File: src/rtl/kschedule_pkg.sv
// Shared constants and types for the DES key-schedule rotation engine.
package kschedule_pkg;

  localparam int          DES_HALF_W      = 28;
  localparam int          DES_ROUNDS      = 16;
  localparam logic [15:0] DES_SHIFT_SCHED = 16'h7EFC;

  typedef enum logic {
    IDLE,
    RUN
  } ks_state_t;

  typedef enum logic {
    ROT_LEFT,
    ROT_RIGHT
  } rot_dir_t;

endpackage

File: src/rtl/kschedule_if.sv
// Command and round-key stream bundle between the key source, the schedule
// engine and the round-key consumer.
interface kschedule_if #(
  parameter int HALF_W = 28,
  parameter int ROUNDS = 16
);

  localparam int RW = $clog2(ROUNDS + 1);

  logic              start;
  logic              decrypt;
  logic [HALF_W-1:0] key_c;
  logic [HALF_W-1:0] key_d;
  logic              busy;
  logic              rk_valid;
  logic              rk_ready;
  logic [HALF_W-1:0] rk_c;
  logic [HALF_W-1:0] rk_d;
  logic [RW-1:0]     rk_round;
  logic              done;

  // Key source / consumer side.
  modport master (
    output start, decrypt, key_c, key_d, rk_ready,
    input  busy, rk_valid, rk_c, rk_d, rk_round, done
  );

  // Schedule engine side.
  modport slave (
    input  start, decrypt, key_c, key_d, rk_ready,
    output busy, rk_valid, rk_c, rk_d, rk_round, done
  );

endinterface

File: src/rtl/krotate.sv
// Combinational circular rotate of one key half by 0, 1 or 2 places.
module krotate
  import kschedule_pkg::*;
#(
  parameter int HALF_W = DES_HALF_W
) (
  input  logic [HALF_W-1:0] din,
  input  logic [1:0]        amount,
  input  rot_dir_t          dir,
  output logic [HALF_W-1:0] dout
);

  // Select the rotated word; amount 0 (and the unused code 3) passes through.
  always_comb begin
    // NOTE: a default before the case keeps every path assigned, so no latch.
    dout = din;
    case (amount)
      2'd1: dout = (dir == ROT_LEFT) ? {din[HALF_W-2:0], din[HALF_W-1]}
                                     : {din[0], din[HALF_W-1:1]};
      2'd2: dout = (dir == ROT_LEFT) ? {din[HALF_W-3:0], din[HALF_W-1:HALF_W-2]}
                                     : {din[1:0], din[HALF_W-1:2]};
      default: dout = din;
    endcase
  end

endmodule

File: src/rtl/kschedule_seq.sv
// Multi-round C/D rotation sequencer: captures a key on start and streams one
// rotated C/D pair per round, in encrypt (left) or decrypt (right) order.
module kschedule_seq
  import kschedule_pkg::*;
#(
  parameter int                HALF_W      = DES_HALF_W,
  parameter int                ROUNDS      = DES_ROUNDS,
  parameter logic [ROUNDS-1:0] SHIFT_SCHED = DES_SHIFT_SCHED
) (
  input logic        clk,
  input logic        rst,
  kschedule_if.slave bus
);

  localparam int            RW         = $clog2(ROUNDS + 1);
  localparam logic [RW-1:0] LAST_ROUND = RW'(ROUNDS);

  ks_state_t         state_q;
  ks_state_t         state_next;
  logic [HALF_W-1:0] c_q;
  logic [HALF_W-1:0] d_q;
  logic [RW-1:0]     round_q;
  logic              dec_q;
  logic              done_q;

  logic              accept;
  logic              fire;
  logic              last_round;
  logic [RW-1:0]     sched_idx;
  logic              sched_bit;
  logic [HALF_W-1:0] rot_c_in;
  logic [HALF_W-1:0] rot_d_in;
  logic [HALF_W-1:0] rot_c_out;
  logic [HALF_W-1:0] rot_d_out;
  logic [1:0]        rot_amount;
  rot_dir_t          rot_dir;

  assign accept     = (state_q == IDLE) && bus.start;
  assign fire       = (state_q == RUN) && bus.rk_ready;
  assign last_round = (round_q == LAST_ROUND);

  // State register.
  always_ff @(posedge clk) begin
    // NOTE: sequential state uses non-blocking assignments so every flop
    // samples pre-edge values regardless of block ordering.
    if (rst) state_q <= IDLE;
    else     state_q <= state_next;
  end

  // Next-state: start leaves IDLE, the handshake on the last round returns.
  always_comb begin
    state_next = state_q;
    case (state_q)
      IDLE:    if (bus.start) state_next = RUN;
      RUN:     if (bus.rk_ready && last_round) state_next = IDLE;
      default: state_next = IDLE;
    endcase
  end

  // Rotation control: in IDLE prepare round 1 from the key inputs; in RUN
  // prepare round r+1 from the held round-r value. Encrypt round r+1 uses
  // schedule bit r; decrypt round r+1 walks the schedule backwards, bit ROUNDS-r.
  always_comb begin
    sched_idx = dec_q ? (LAST_ROUND - round_q) : round_q;
    sched_bit = 1'b0;
    for (int i = 0; i < ROUNDS; i++) begin
      if (sched_idx == RW'(i)) sched_bit = SHIFT_SCHED[i];
    end
    if (state_q == IDLE) begin
      rot_c_in   = bus.key_c;
      rot_d_in   = bus.key_d;
      rot_dir    = ROT_LEFT;
      rot_amount = bus.decrypt ? 2'd0 : (SHIFT_SCHED[0] ? 2'd2 : 2'd1);
    end else begin
      rot_c_in   = c_q;
      rot_d_in   = d_q;
      rot_dir    = dec_q ? ROT_RIGHT : ROT_LEFT;
      rot_amount = sched_bit ? 2'd2 : 2'd1;
    end
  end

  krotate #(.HALF_W(HALF_W)) u_rot_c (
    .din    (rot_c_in),
    .amount (rot_amount),
    .dir    (rot_dir),
    .dout   (rot_c_out)
  );

  krotate #(.HALF_W(HALF_W)) u_rot_d (
    .din    (rot_d_in),
    .amount (rot_amount),
    .dir    (rot_dir),
    .dout   (rot_d_out)
  );

  // Round datapath: load round 1 on accept, advance on each non-final
  // handshake, hold otherwise; done pulses after the final handshake.
  always_ff @(posedge clk) begin
    // NOTE: the round outputs are architecturally visible and must read zero
    // after reset, so the datapath is reset along with the control state.
    if (rst) begin
      c_q     <= '0;
      d_q     <= '0;
      round_q <= '0;
      dec_q   <= 1'b0;
      done_q  <= 1'b0;
    end else begin
      done_q <= fire && last_round;
      if (accept) begin
        c_q     <= rot_c_out;
        d_q     <= rot_d_out;
        round_q <= RW'(1);
        dec_q   <= bus.decrypt;
      end else if (fire && !last_round) begin
        c_q     <= rot_c_out;
        d_q     <= rot_d_out;
        round_q <= round_q + RW'(1);
      end
    end
  end

  assign bus.busy     = (state_q == RUN);
  assign bus.rk_valid = (state_q == RUN);
  assign bus.rk_c     = c_q;
  assign bus.rk_d     = d_q;
  assign bus.rk_round = round_q;
  assign bus.done     = done_q;

endmodule
File: src/flat_wrapper.sv
// flat-port wrapper written by rule: the top's interface ports become plain ports
module kschedule_seq_flat import kschedule_pkg::*;
#(
  parameter int                HALF_W      = DES_HALF_W,
  parameter int                ROUNDS      = DES_ROUNDS,
  parameter logic [ROUNDS-1:0] SHIFT_SCHED = DES_SHIFT_SCHED
)
  (clk, rst, bus_start, bus_decrypt, bus_key_c, bus_key_d, bus_rk_ready, bus_busy, bus_rk_valid, bus_rk_c, bus_rk_d, bus_rk_round, bus_done);
  kschedule_if #(.HALF_W(HALF_W), .ROUNDS(ROUNDS)) bus_i ();
  input logic clk;
  input logic rst;
  input wire logic [$bits(bus_i.start)-1:0] bus_start;
  input wire logic [$bits(bus_i.decrypt)-1:0] bus_decrypt;
  input wire logic [$bits(bus_i.key_c)-1:0] bus_key_c;
  input wire logic [$bits(bus_i.key_d)-1:0] bus_key_d;
  input wire logic [$bits(bus_i.rk_ready)-1:0] bus_rk_ready;
  output wire logic [$bits(bus_i.busy)-1:0] bus_busy;
  output wire logic [$bits(bus_i.rk_valid)-1:0] bus_rk_valid;
  output wire logic [$bits(bus_i.rk_c)-1:0] bus_rk_c;
  output wire logic [$bits(bus_i.rk_d)-1:0] bus_rk_d;
  output wire logic [$bits(bus_i.rk_round)-1:0] bus_rk_round;
  output wire logic [$bits(bus_i.done)-1:0] bus_done;
  assign bus_i.start = bus_start;
  assign bus_i.decrypt = bus_decrypt;
  assign bus_i.key_c = bus_key_c;
  assign bus_i.key_d = bus_key_d;
  assign bus_i.rk_ready = bus_rk_ready;
  assign bus_busy = bus_i.busy;
  assign bus_rk_valid = bus_i.rk_valid;
  assign bus_rk_c = bus_i.rk_c;
  assign bus_rk_d = bus_i.rk_d;
  assign bus_rk_round = bus_i.rk_round;
  assign bus_done = bus_i.done;
  kschedule_seq #(.HALF_W(HALF_W), .ROUNDS(ROUNDS), .SHIFT_SCHED(SHIFT_SCHED)) u_core (.clk(clk), .rst(rst), .bus(bus_i));
endmodule
File: config.mk
export PLATFORM = sky130hd
export DESIGN_NAME = kschedule_seq_flat
export DESIGN_NICKNAME = d
export VERILOG_FILES = /design/src/rtl/kschedule_pkg.sv /design/src/rtl/kschedule_if.sv /design/src/rtl/krotate.sv /design/src/rtl/kschedule_seq.sv /design/src/flat_wrapper.sv
export SDC_FILE = /design/constraint.sdc
export NUM_CORES = 1
export LEC_CHECK = 0
export BUFFER_PORTS_ARGS = -buffer_cell sky130_fd_sc_hd__buf_2
export CORE_ASPECT_RATIO = 1.5
export CORE_MARGIN = 5
export CORE_UTILIZATION = 51
export CTS_CLUSTER_DIAMETER = 200
export DETAILED_ROUTE_END_ITERATION = 10
export GPL_ROUTABILITY_DRIVEN = 1
export PLACE_DENSITY_LB_ADDON = 0.12
export SETUP_SLACK_MARGIN = 0.3
export SYNTH_ARGS = -nofsm -noshare
export SYNTH_HDL_FRONTEND = slang
export SYNTH_HIERARCHICAL = 1
export SYNTH_SLANG_ARGS = --single-unit
File: constraint.sdc
create_clock -name clk -period 3.22 [get_ports clk]
set_input_delay 0 -clock clk [delete_from_list [all_inputs] [get_ports clk]]
set_output_delay 0 -clock clk [all_outputs]
set_load 0.005 [all_outputs]
# Yosys cells after proc, flatten, opt, wreduce, memory -nomap -nowiden
# Cells that the tools add are included.
# op_classes
mux	37
n_eq_ne	17
bitwise_logic	1
n_reduce_logical	8
add_sub_neg	2
# op_table
cell	n
$mux W28	10
$pmux W28 S2	2
$eq A5 B4 Y1 const B	8
$mux W1	21
$eq A5 B3 Y1 const B	4
$eq A5 B2 Y1 const B	2
$add A5 B1 Y5 const B	1
$eq A5 B5 Y1 const B	1
$logic_and A1 B1 Y1	5
$mux W5	1
$sub A5 B5 Y5 const A	1
$mux W2	2
$eq A2 B1 Y1 const B	1
$eq A2 B2 Y1 const B	1
$pmux W1 S2	1
$reduce_bool A2 Y1	1
$reduce_or A2 Y1	1
$logic_not A1 Y1	1
$not A1 Y1	1
# totals
elab_cells	72
input_bits	61
register_bits	64
out_inout_bits	64

# Logic depth before layout (Yosys ltp)
# depth
word_depth	23
depth_mapped	16
depth_no_buf	14

# By module
# Netlist, hierarchy kept.
# by_module_without_submodules
module	seq_area_each_um2	area_per_inst_um2	cells_each	n_inst
kschedule_seq	1281.2	3353.2	383	1
krotate	0.0	1248.7	161	2

# Least setup slack after synthesis
# No wires, ideal clock.
# synth_timing
path_type	register -> register
from	register u_core.round_q[0], in the netlist u_core/bus.rk_round[0]
to	register u_core.d_q[10], in the netlist u_core/bus.rk_d[10]
setup_slack_ns	0.125
path_stages_with_launch	16
setup_ns	0.070
n_path_buf	2
t_arrival_ns	3.024
period_less_slack_ns	3.095
required_time_ns	3.150
path_cell_list	dfxtp_1 -> inv_1 -> ha_1 -> nor3b_1 -> ha_1 -> nand2_1 -> o311ai_0 -> nor4_1 -> ha_1 -> nor2b_1 -> buf_2 -> buf_2 -> a22oi_1 -> nand2_1 -> o21ai_0 -> a21oi_1
# synth_via
elab_chain_len	23
elab_cells_between_ends	41
classes_between	1 x add/sub; 17 x eq/ne; 20 x mux; 3 x reduce/logical
# synth_lines
item	line_no	text
start, declared	kschedule_seq.sv:22	logic [RW-1:0] round_q;
start signal, assigned	kschedule_seq.sv:117	round_q <= round_q + RW'(1);
$sub A5 B5 Y5	kschedule_seq.sv:64	sched_idx = dec_q ? (LAST_ROUND - round_q) : round_q;
$mux W5 *	kschedule_seq.sv:64	
$eq A5 B2 Y1	kschedule_seq.sv:67	if (sched_idx == RW'(i)) sched_bit = SHIFT_SCHED[i];
$mux W1 (13 in a row)	kschedule_seq.sv:67	
$mux W1 *	kschedule_seq.sv:67	
$mux W2 *	kschedule_seq.sv:78	rot_amount = sched_bit ? 2'd2 : 2'd1;
$mux W2 *	kschedule_seq.sv:69	if (state_q == IDLE) begin
via u_core.rot_amount[1]	kschedule_seq.sv:35	logic [1:0] rot_amount;
$eq A2 B2 Y1 / $eq A2 B1 Y1 (equally long branches)	krotate.sv:17	case (amount)
$pmux W28 S2 *	krotate.sv:17	
via u_core.rot_d_out[10]	kschedule_seq.sv:34	logic [HALF_W-1:0] rot_d_out;
$mux W28	kschedule_seq.sv:114	end else if (fire && !last_round) begin
$mux W28 *	kschedule_seq.sv:109	if (accept) begin
end signal, assigned	kschedule_seq.sv:111	d_q <= rot_d_out;
end signal, assigned	kschedule_seq.sv:116	d_q <= rot_d_out;
end, declared	kschedule_seq.sv:21	logic [HALF_W-1:0] d_q;
# The timed path passes the listed nets; every way through them passes the cells marked *. The select of a mux whose other input is x is not followed.
# A chain may end at the register's enable or synchronous reset.

# Worst setup path after layout
# layout_timing
from	register u_core.round_q[1], in the netlist u_core/bus.rk_round[1]
to	register u_core.d_q[0], in the netlist u_core/bus.rk_d[0]
# Same word-level chain as after synthesis.

==> impl_metrics.toml <==
[outcome]
status = "completed"

[place]
hpwl_um = 11400
pre_cts_ws_ps = -288
io_buffers = 124
gp_congestion = 0.824
dpl-instance-area_um2 = 6540

[finish]
final_cell_mix = "124 x buf_2, 118 x nand2_1, 76 x mux2_2, 68 x mux2_1, 62 x a21oi_1"
syn2layout_area_growth_pct = 25.9
final_cell_area_um2 = 7360
nets = 886
final_common_cell = "buf_2"
antenna_cells = 0
drive_gt1_share_pct = 39.6

[min_path]
hp-start = "rst"
holdPathEnd = "u_core/bus.busy"
hold_depth = 2
worstHoldPathType = "in2reg"

[run]
drv_cap = 0

[detailed_routing]
routed_wl_um = 18500
avgRoutedWirePerCell_um = 19.0
drc = 0
drt_iter0_markers = 330
ant_nets = 0
dr_total_vias = 5847
drtPass1Iterations = 5
via_per_inst = 6.02

[critical_path]
critPathKind = "reg2reg"
critPathArrivalTime_ps = 3130
cp-end-kind = "flip-flop"
r2r_cells = 16
r2r_end = "u_core/bus.rk_d[0]"
crit_required_ps = 3400
critPathMaxFanout = 14
start_kind = "flip-flop"
r2r_slack_ps = 270
r2r-start = "u_core/bus.rk_round[1]"

[global_route]
grt_use_total_pct = 25.2
grt_start_max_net_pins = 60
globalRouteOverflowTotal = 0
antenna_found_initial = 0
grt_pass1_wl_um = 28900
grt_pass1_vias = 5787

[floorplan]
fp.dieH_um = 141
initial_core_util_pct = 51.5
rows = 48
coreArea_um2 = 11400
io_pins = 125
dieArea_um2 = 13800
die_w_um = 97.5

[logic_synthesis]
yosysTopAreaCellShare_pct = 21.9
ys_seq_area_share_pct = 21.9
synth_mux_area_share_pct = 34.0
synth_compound_area_share_pct = 18.2
synth-main-ff-cell = "dfxtp_1"
ys_types = 39
synth_top_family_by_area = "multiplexers"
yosysWarnings = 6
synth_seq_cells = 64
synthSimpleGateAreaFrac_pct = 15.6
syn_inst = 705
synth_fp_nets = 775
synth.cell_area_um2 = 5850
synth_fa_ha_area_share_pct = 1.92
synth_edf_count = 0
synth_top_area_cell = "dfxtp_1"
synthArstFlopShare_pct = 0
syn_area_per_cell_um2 = 8.30
synth_area_leaders = "dfxtp_1 22%, mux2_2 15%, mux2_1 13%, nand2_1 7.6%, a22oi_1 7.2%"
synthXorXnorAreaFrac_pct = 0.449

[timing]
skew_ps = 9.13
fmax_ghz = 0.339
finalCriticalPeriod_ps = 2950
finalHoldViolations = 0
setup_violations = 0
fin_crit_sh_pct = 91.6
tightest_slew_ps = 699
holdWs_ps = 211
rsz0062_at_grt = "true"
worst_slack_ps = 271
slew_headroom_pct = 53.4
finalMaxSlewViolations = 0

[pwr]
leakage_uw = 0.00319
p_clk_share_pct = 35.0
ir_drop_uv = 259
pwr_density_cell_nw_per_um2 = 390
p_sw_uw = 921
pwr-share-seq_pct = 31.1
comb_power_share_pct = 33.9
p_sw_share_pct = 32.0
p_int_uw = 1950

[clock_tree]
ctsRootBufferMaster = "clkbuf_16"
cts_sinks = 64
clk-insertion-delay-late_ps = 330
cts_buffer_depth = 2
cts_buffers = 9
tritoncts = "built"
htree_levels = 3
path_clk_slew_ps = 60
## worst max-delay path, cell delays in order (launching register included)
cell,delay (ps)
dfxtp_2,330
inv_2,60
ha_4,150
nor3b_2,140
ha_1,300
nand2_2,80
o311ai_4,100
o41a_1,360
buf_4,160
buf_6,120
ha_1,250
nor2b_4,160
buf_12,150
a22oi_1,150
nand2_1,90
o21ai_0,100
a21oi_1,100
## power by group through the flow
stage / Combinational, µW / Sequential [µW] / Clock [µW]
after CTS: 900 / 894 / 1020
final: 974 / 896 / 1010
after detailed placement: 854 / 910 / 0
after floorplan: 607 / 911 / 0
after global placement: 832 / 907 / 0
after global routing: 1050 / 903 / 1060
## synthesized netlist by cell type, types with 5 or more instances
cell,n
a21oi_1,62
clkbuf_1,17
nand3_1,57
mux2_4,24
nand2_1,119
a22oi_1,56
inv_1,8
buf_6,12
mux2_2,76
o21ai_0,56
dfxtp_1,64
buf_2,33
mux2_1,68
nor2b_1,5
ha_1,9
## metrics by stage
step	setup TNS, ps	power [µW]	std cells	utilization, %
floorplan	0	1520	705	-
global placement	-4440	1740	938	57.6
detailed placement	-7220	1760	938	57.6
CTS	0	2820	964	62.6
global route	0	3010	971	64.9
finish	0	2880	971	64.9
## flip-flops by register name, indices dropped and copies added, names as in the netlist
name	flops
u_core/bus.rk_c	28
u_core/bus.busy	1
u_core/bus.done	1
u_core/dec_q	1
u_core/bus.rk_round	5
u_core/bus.rk_d	28
## layer usage
| metal | wire length, µm | GRT usage [%] | part of all wire [%] |
|---|---|---|---|
| met1 | 6930 | 26.9 | 37 |
| met5 | 0 | 0 | 0 |
| met4 | 480 | 9.77 | 2.6 |
| met3 | 1080 | 3.37 | 5.9 |
| met2 | 9980 | 49.3 | 54 |
## area by class of cell
class | count | area (µm²)
clock buffers | 13 | 260
flip-flops and latches | 64 | 1280
well taps | 150 | 188
multi-input cells | 563 | 4340
inverters | 8 | 32.5
repair buffers | 170 | 1220
fillers | 995 | 3990
clock inverters | 3 | 40.0
## cells by family after synthesis
kind of cell / after synthesis
and+or+nand+nor: 201
buffers and inverters: 79
xor gates and xnor gates: 3
AOI/OAI and AO/OA: 180
muxes: 169
adders and majority gates: 9
DFF: 64
## worst max path at each step
stage | start | slack, ps | to | depth (start not counted)
after floorplan | u_core/bus.rk_round[0] | 280 | u_core/bus.rk_d[24] | 16
final | u_core/bus.rk_round[1] | 270 | u_core/bus.rk_d[0] | 16
after detailed placement | u_core/bus.rk_round[0] | -290 | u_core/bus.rk_d[16] | 14
after CTS | u_core/bus.rk_round[0] | 290 | u_core/bus.rk_c[1] | 18
after global placement | u_core/bus.rk_round[0] | -180 | u_core/bus.rk_d[5] | 14
after global routing | u_core/bus.rk_round[1] | 150 | u_core/bus.rk_c[16] | 17
## what timing repair did
item                                   in CTS  in global routing
buffers inserted                            3                  4
cloned                                      5                  3
setup endpoints to repair                  56                 56
endpoints found under the hold margin       2                  0
hold buffers                                2                  0
resized for setup                          20                 38
pin swaps                                   1                 49
(Power assumes the default switching activity.)
